**src/rtl/iir_sos_cascade.sv**
```systemverilog
// iir_sos_cascade: cascade of SECTIONS direct-form-I biquads that share one
// signed WORD_SIZE x WORD_SIZE multiplier. Each sample takes 5 MAC cycles per
// section (b0, b1, b2, a1, a2) plus one drain cycle before it is presented.
// Optional feature macro: IIR_SOS_SAT_EN makes section results saturate
// instead of wrapping.
`timescale 1ns/1ps
module iir_sos_cascade #(
  parameter int unsigned WORD_SIZE = 32,
  parameter int unsigned FRAC_BIT  = 24,
  parameter int unsigned SECTIONS  = 4
) (
  input  logic                                 clock,
  input  logic                                 reset,
  input  logic [WORD_SIZE-1:0]                 in_data,
  input  logic                                 in_valid,
  output logic                                 in_ready,
  output logic [WORD_SIZE-1:0]                 out_data,
  output logic                                 out_valid,
  input  logic                                 out_ready,
  input  logic                                 coef_we,
  input  logic [$clog2(5*SECTIONS)-1:0]        coef_addr,
  input  logic [WORD_SIZE-1:0]                 coef_data,
  output logic                                 coef_err
);

  localparam int unsigned ADDR_W = $clog2(5*SECTIONS);
  localparam int unsigned ACC_W  = 2*WORD_SIZE + 4;
  localparam int unsigned PROD_W = 2*WORD_SIZE;
  localparam int unsigned N_COEF = 5*SECTIONS;
  localparam int unsigned SEC_W  = $clog2(SECTIONS + 1);
  localparam int unsigned SIDX_W = (SECTIONS > 1) ? $clog2(SECTIONS) : 1;

  typedef enum logic [1:0] {
    IDLE   = 2'd0,
    MAC    = 2'd1,
    OUTPUT = 2'd2
  } state_t;

  state_t r_state;
  state_t w_state_next;

  logic signed [WORD_SIZE-1:0] r_coef [N_COEF];
  logic signed [WORD_SIZE-1:0] r_x1   [SECTIONS];
  logic signed [WORD_SIZE-1:0] r_x2   [SECTIONS];
  logic signed [WORD_SIZE-1:0] r_y1   [SECTIONS];
  logic signed [WORD_SIZE-1:0] r_y2   [SECTIONS];

  logic signed [WORD_SIZE-1:0] r_x;
  logic signed [ACC_W-1:0]     r_acc;
  logic [2:0]                  r_k;
  logic [SEC_W-1:0]            r_sec;
  logic [WORD_SIZE-1:0]        r_out_data;
  logic                        r_coef_err;

  logic                        w_coef_ok;
  logic                        w_mac_sec;
  logic                        w_drain;
  logic                        w_sec_done;
  logic [SIDX_W-1:0]           w_sidx;
  logic [ADDR_W-1:0]           w_cidx;
  logic signed [WORD_SIZE-1:0] w_coef;
  logic signed [WORD_SIZE-1:0] w_opd;
  logic signed [PROD_W-1:0]    w_prod;
  logic signed [ACC_W-1:0]     w_prod_ext;
  logic signed [ACC_W-1:0]     w_acc_base;
  logic signed [ACC_W-1:0]     w_acc_next;
  logic signed [WORD_SIZE-1:0] w_result;

  // Write accepted only while idle and inside the coefficient table.
  assign w_coef_ok  = coef_we && (r_state == IDLE) && (32'(coef_addr) < N_COEF);
  assign w_mac_sec  = (r_state == MAC) && (32'(r_sec) < SECTIONS);
  assign w_drain    = (r_state == MAC) && !w_mac_sec;
  assign w_sec_done = w_mac_sec && (r_k == 3'd4);
  assign w_sidx     = SIDX_W'(r_sec);
  assign w_cidx     = w_mac_sec ? ADDR_W'(32'(r_sec) * 32'd5 + 32'(r_k)) : '0;

  assign in_ready  = (r_state == IDLE);
  assign out_valid = (r_state == OUTPUT);
  assign out_data  = r_out_data;
  assign coef_err  = r_coef_err;

  // Operand selection for the current tap of the active section.
  always_comb begin
    w_opd = r_x;
    case (r_k)
      3'd0:    w_opd = r_x;
      3'd1:    w_opd = r_x1[w_sidx];
      3'd2:    w_opd = r_x2[w_sidx];
      3'd3:    w_opd = r_y1[w_sidx];
      default: w_opd = r_y2[w_sidx];
    endcase
  end

  // Shared multiplier and accumulator; accumulator restarts at tap b0, feedback taps subtract.
  always_comb begin
    w_coef     = r_coef[w_cidx];
    w_prod     = PROD_W'(w_coef) * PROD_W'(w_opd);
    w_prod_ext = ACC_W'(w_prod);
    w_acc_base = (r_k == 3'd0) ? '0 : r_acc;
    w_acc_next = (r_k >= 3'd3) ? (w_acc_base - w_prod_ext) : (w_acc_base + w_prod_ext);
  end

`ifdef IIR_SOS_SAT_EN
  logic signed [ACC_W-1:0]       w_shift;
  logic [ACC_W-WORD_SIZE:0]      w_hi;

  // Floor-shift back to sample scale, clamping out-of-range results.
  always_comb begin
    w_shift = w_acc_next >>> FRAC_BIT;
    w_hi    = w_shift[ACC_W-1:WORD_SIZE-1];
    if ((&w_hi) || !(|w_hi)) begin
      w_result = w_shift[WORD_SIZE-1:0];
    end else if (w_shift[ACC_W-1]) begin
      w_result = {1'b1, {(WORD_SIZE-1){1'b0}}};
    end else begin
      w_result = {1'b0, {(WORD_SIZE-1){1'b1}}};
    end
  end
`else
  // Floor-shift back to sample scale, keeping the low bits (wrap).
  always_comb begin
    w_result = WORD_SIZE'(w_acc_next >>> FRAC_BIT);
  end
`endif

  // Next-state logic.
  always_comb begin
    w_state_next = r_state;
    case (r_state)
      IDLE:    if (in_valid) w_state_next = MAC;
      MAC:     if (w_drain) w_state_next = OUTPUT;
      OUTPUT:  if (out_ready) w_state_next = IDLE;
      default: w_state_next = IDLE;
    endcase
  end

  // State register.
  always_ff @(posedge clock or negedge reset) begin
    if (!reset) begin
      r_state <= IDLE;
    end else begin
      r_state <= w_state_next;
    end
  end

  // Coefficient table and rejected-write flag.
  always_ff @(posedge clock or negedge reset) begin
    if (!reset) begin
      for (int unsigned i = 0; i < N_COEF; i++) begin
        r_coef[i] <= '0;
      end
      r_coef_err <= 1'b0;
    end else begin
      r_coef_err <= coef_we && !w_coef_ok;
      if (w_coef_ok) begin
        r_coef[coef_addr] <= coef_data;
      end
    end
  end

  // Per-section delay lines, shifted when a section finishes.
  always_ff @(posedge clock or negedge reset) begin
    if (!reset) begin
      for (int unsigned i = 0; i < SECTIONS; i++) begin
        r_x1[i] <= '0;
        r_x2[i] <= '0;
        r_y1[i] <= '0;
        r_y2[i] <= '0;
      end
    end else if (w_sec_done) begin
      r_x2[w_sidx] <= r_x1[w_sidx];
      r_x1[w_sidx] <= r_x;
      r_y2[w_sidx] <= r_y1[w_sidx];
      r_y1[w_sidx] <= w_result;
    end
  end

  // Sample capture, tap/section sequencing and output register.
  always_ff @(posedge clock or negedge reset) begin
    if (!reset) begin
      r_x        <= '0;
      r_acc      <= '0;
      r_k        <= '0;
      r_sec      <= '0;
      r_out_data <= '0;
    end else begin
      case (r_state)
        IDLE: begin
          if (in_valid) begin
            r_x   <= in_data;
            r_k   <= '0;
            r_sec <= '0;
          end
        end
        MAC: begin
          if (w_drain) begin
            r_out_data <= r_x;
          end else begin
            r_acc <= w_acc_next;
            if (r_k == 3'd4) begin
              r_x   <= w_result;
              r_k   <= '0;
              r_sec <= r_sec + SEC_W'(1);
            end else begin
              r_k <= r_k + 3'd1;
            end
          end
        end
        default: ;
      endcase
    end
  end

endmodule

```
**config.mk**
```make
export PLATFORM = sky130hd
export DESIGN_NAME = iir_sos_cascade
export DESIGN_NICKNAME = d
export VERILOG_FILES = /design/src/rtl/iir_sos_cascade.sv
export SDC_FILE = /design/constraint.sdc
export NUM_CORES = 2
export LEC_CHECK = 0
export CORE_ASPECT_RATIO = 1.25
export CORE_UTILIZATION = 59
export DETAILED_ROUTE_END_ITERATION = 10
export PLACE_DENSITY = 0.78
export SKIP_CTS_REPAIR_TIMING = 1
export SLEW_MARGIN = 20
export SYNTH_ARGS = -nofsm -noshare
export SYNTH_HDL_FRONTEND = slang
export SYNTH_SLANG_ARGS = --single-unit
```
**constraint.sdc**
```tcl
create_clock -name clock -period 14.3 [get_ports clock]
set_input_delay 1.43 -clock clock [delete_from_list [all_inputs] [get_ports clock]]
set_output_delay 1.43 -clock clock [all_outputs]
set_load 0.005 [all_outputs]
```
==> implementation parameters <==
Parameter                              Value

Run status
  Status ... completed

Timing
  Worst setup margin ... 0.338 ns
  Shortest clock period the worst path allows after layout ... 13.96 ns
  Endpoints failing hold ... 0
  Clock tree skew after final layout ... 0.0761 ns
  Final Max Slew Viols ... 0
  Post-route fraction of the period consumed by the critical path ... 97.6%
  Transition time of the tightest slew-check pin ... 1.20 ns
  Highest clock frequency the design can meet ... 71.6 MHz
  Headroom to the max-slew limit ... 19.9%
  Final setup violation count ... 0

Setup path
  RR Endpoint ... r_acc[55]
  Beginning of the worst register-to-register path ... r_sec[0]
  Data arrival time at the worst-slack endpoint ... 14.63 ns
  Most frequent cell on the critical path ... fa_1
  R2r setup slk ... 0.34 ns
  Required time at the endpoint of the critical path ... 14.97 ns
  Sort of element at the start of the critical path ... flip-flop
  Classification of the worst setup path ... reg -> reg
  Critical Path Fanout Max ... 32
  Worst path buffer plus inverter count ... 9
  Crit path max-delay family ... adder cells
  Worst setup EP type ... flip-flop
  Register-to-Register Path Depth ... 51
  CP max stage cell ... fa_2
  Largest stage delay on the critical path ... 0.75 ns
  Startpoint of the most critical setup path ... r_sec[0]
  Cell depth of the worst setup path ... 51
  Capturing element of the worst setup path ... r_acc[55]

Clock network
  Worst skew pair latency ... 0.82 ns
  Post-CTS clock slew at the launch and capture registers of the worst setup and hold paths ... 0.07 ns
  CTS HTree Levels ... 3
  Number of buffers created by CTS ... 120
  Maximum count of clock buffers along a single path ... 3
  Clock root buffer master ... clkbuf_16
  Clk sinks ... 1281
  CTS tree ... done

GRT
  Gr ovfl total ... 0
  Pin count of the biggest net entering global routing ... 202
  Global-route wire length before repair ... 438 mm
  Initial antenna violation count ... 6
  Vias in the first global route ... 74300
  Gr usage total ... 35.0%

Yosys
  Area leader, netlist ... dfrtp_1
  Count of state elements after synthesis ... 1281
  Per-instance average area after synthesis ... 10.8 um2
  Number of instances in the synthesized netlist ... 8835
  Portion of the post-synthesis area used by sequential elements ... 33.5%
  Number of flops mapped to enable cells by yosys ... 0
  Async S/R FF share, synth ... 100%
  Synth Net Count ... 10100
  Top cells by area in the synthesized netlist ... dfrtp_1, fa_1, mux2_2
  Top-area cell type share of the netlist area ... 33.5%
  Main flop type after synthesis ... dfrtp_1
  Post-Syn Area ... 95600 um2
  Count of yosys warnings during synthesis ... 0
  Number of distinct standard cells referenced by the synthesized netlist ... 105

Flow run
  Max-capacitance violation count ... 0

Routing
  Vias ... 69200
  Via-per-instance ratio ... 6.25
  Wire length reported by the detailed router ... 281 mm
  Initial DRT Pass Iterations ... 6
  Number of routed nets with antenna violations ... 0
  DRC viols ... 0
  Wire per inst ... 25.4 um
  Initial DRC Count ... 6090

Finish
  Final cell count without fillers ... 11100
  Area growth from synthesis to layout ... 10.4%
  Layout cells sized above 1 ... 22.4%
  Layout net count ... 10100
  Number of filler instances in the final layout ... 11800

Place
  Worst slack at placement ... 0.0545 ns
  HPWL Detailed ... 201 mm
  Routability Congestion ... 0.965
  Cell Count Post-Placement ... 10800
  Port Buffers ... 108

Die
  Overall die width ... 362 um
  I/O pin count ... 109
  Initial Utilization ... 59.6%
  Height of the die ... 452 um
  Floorplan core area ... 160000 um2
  Total die area ... 164000 um2
  Site Rows ... 164

Hold path
  Type of the tightest min-delay check ... reg -> reg
  Startpoint of the worst hold path ... r_acc[1]
[worst min-delay path by stage]
stage	end	cells after the start	slack (ns)
final	r_acc[1]	2	0.47
after global routing	r_acc[1]	2	0.48
after CTS	r_acc[1]	2	0.47
after detailed placement	r_acc[1]	2	0.45
after global placement	r_acc[33]	2	0.45
after floorplan	r_acc[1]	2	0.44
[layer usage]
metal / track usage, % / up-vias / wire, um
met4: 21.5 / 4 / 20000
met5: 0 / - / 21
met1: 42.6 / 36000 / 104000
met3: 5.99 / 898 / 20800
li1: - / 29200 / -
met2: 58.2 / 3078 / 136000
[final cells by class]
class	instances	area, um2	area share (%)
Antenna cell	5	12.5	0.0119
Inverter	985	3700	3.50
Tap cell	2158	2700	2.56
Clock inverter	40	603	0.571
Timing Repair Buffer	462	4350	4.12
Sequential cell	1281	32100	30.4
Multi-Input combinational cell	5970	58500	55.5
Clock buffer	182	3580	3.39
[Yosys cell counts, types with 108 or more instances]
library cell     n
clkbuf_1       450
a31oi_1        108
o21ai_0        325
and2_1         130
a21oi_1        217
fa_1           985
nor2_1         540
dfrtp_1       1281
nand2_1        922
mux2_2        1103
ha_1           248
mux4_2         122
inv_1          983
nand2b_1       148
[worst reg2reg max path: cells and delay by family (launching register included)]
kind | cells | cell delay (ns)
xor+xnor | 4 | 0.73
simple gates | 7 | 1.78
flops | 1 | 0.51
buf+inv | 9 | 1.29
compound gates | 17 | 3.19
mux | 1 | 0.30
fa+ha+maj | 13 | 6.07
[registers in the layout, indices dropped and copies added, names as in the netlist]
| name | count |
|---|---|
| r_coef | 640 |
| r_x1 | 128 |
| r_x2 | 128 |
| r_y1 | 128 |
| r_y2 | 128 |
| r_acc | 56 |
| out_data | 32 |
| r_x | 32 |
| r_k | 3 |
| r_sec | 3 |
| r_state | 2 |
| coef_err | 1 |
[logic make-up after synthesis]
group,share of synthesized area [%]
and+or+nand+nor,9.66
xor gates and xnor gates,1.63
DFF,33.5
AOI/OAI and AO/OA,8.14
buffers and inverters,6.33
muxes,16.8
adders and majority gates,23.9
[metrics by stage]
step	cell area [um2]	util [%]	TNS [ns]	hold WS, ns
after global routing	106000	65.9	-1.30	0.485
after detailed placement	100000	62.6	0	0.455
after floorplan	95600	-	0	0.437
final	106000	65.9	0	0.467
after CTS	105000	65.2	-0.183	0.469
after global placement	100000	62.6	0	0.454
[cells in the final DEF (no fill, tap or decap), types with 32 or more instances in the layout]
master           count
and3_1              37
nor3_1              32
a211oi_1            84
nand2_1            904
nand3_1             54
a21oi_1            202
buf_4              307
o21ai_0            315
fa_1               979
mux2i_1             90
xnor2_1             97
dfrtp_1           1279
a21o_1              67
clkbuf_16          126
nor2_1             533
buf_12              35
a221oi_1            41
mux2_2            1102
a31oi_1             90
inv_1              983
xor2_1              69
and2_1             125
clkdlybuf4s50_1    107
mux4_2             122
ha_1               237
a22oi_1             94
nor2b_1            101
nand2b_1           148
Power is left out: the tool's default activity adds up to more than one toggle a clock period on the data nets, which glitch-free logic cannot reach.
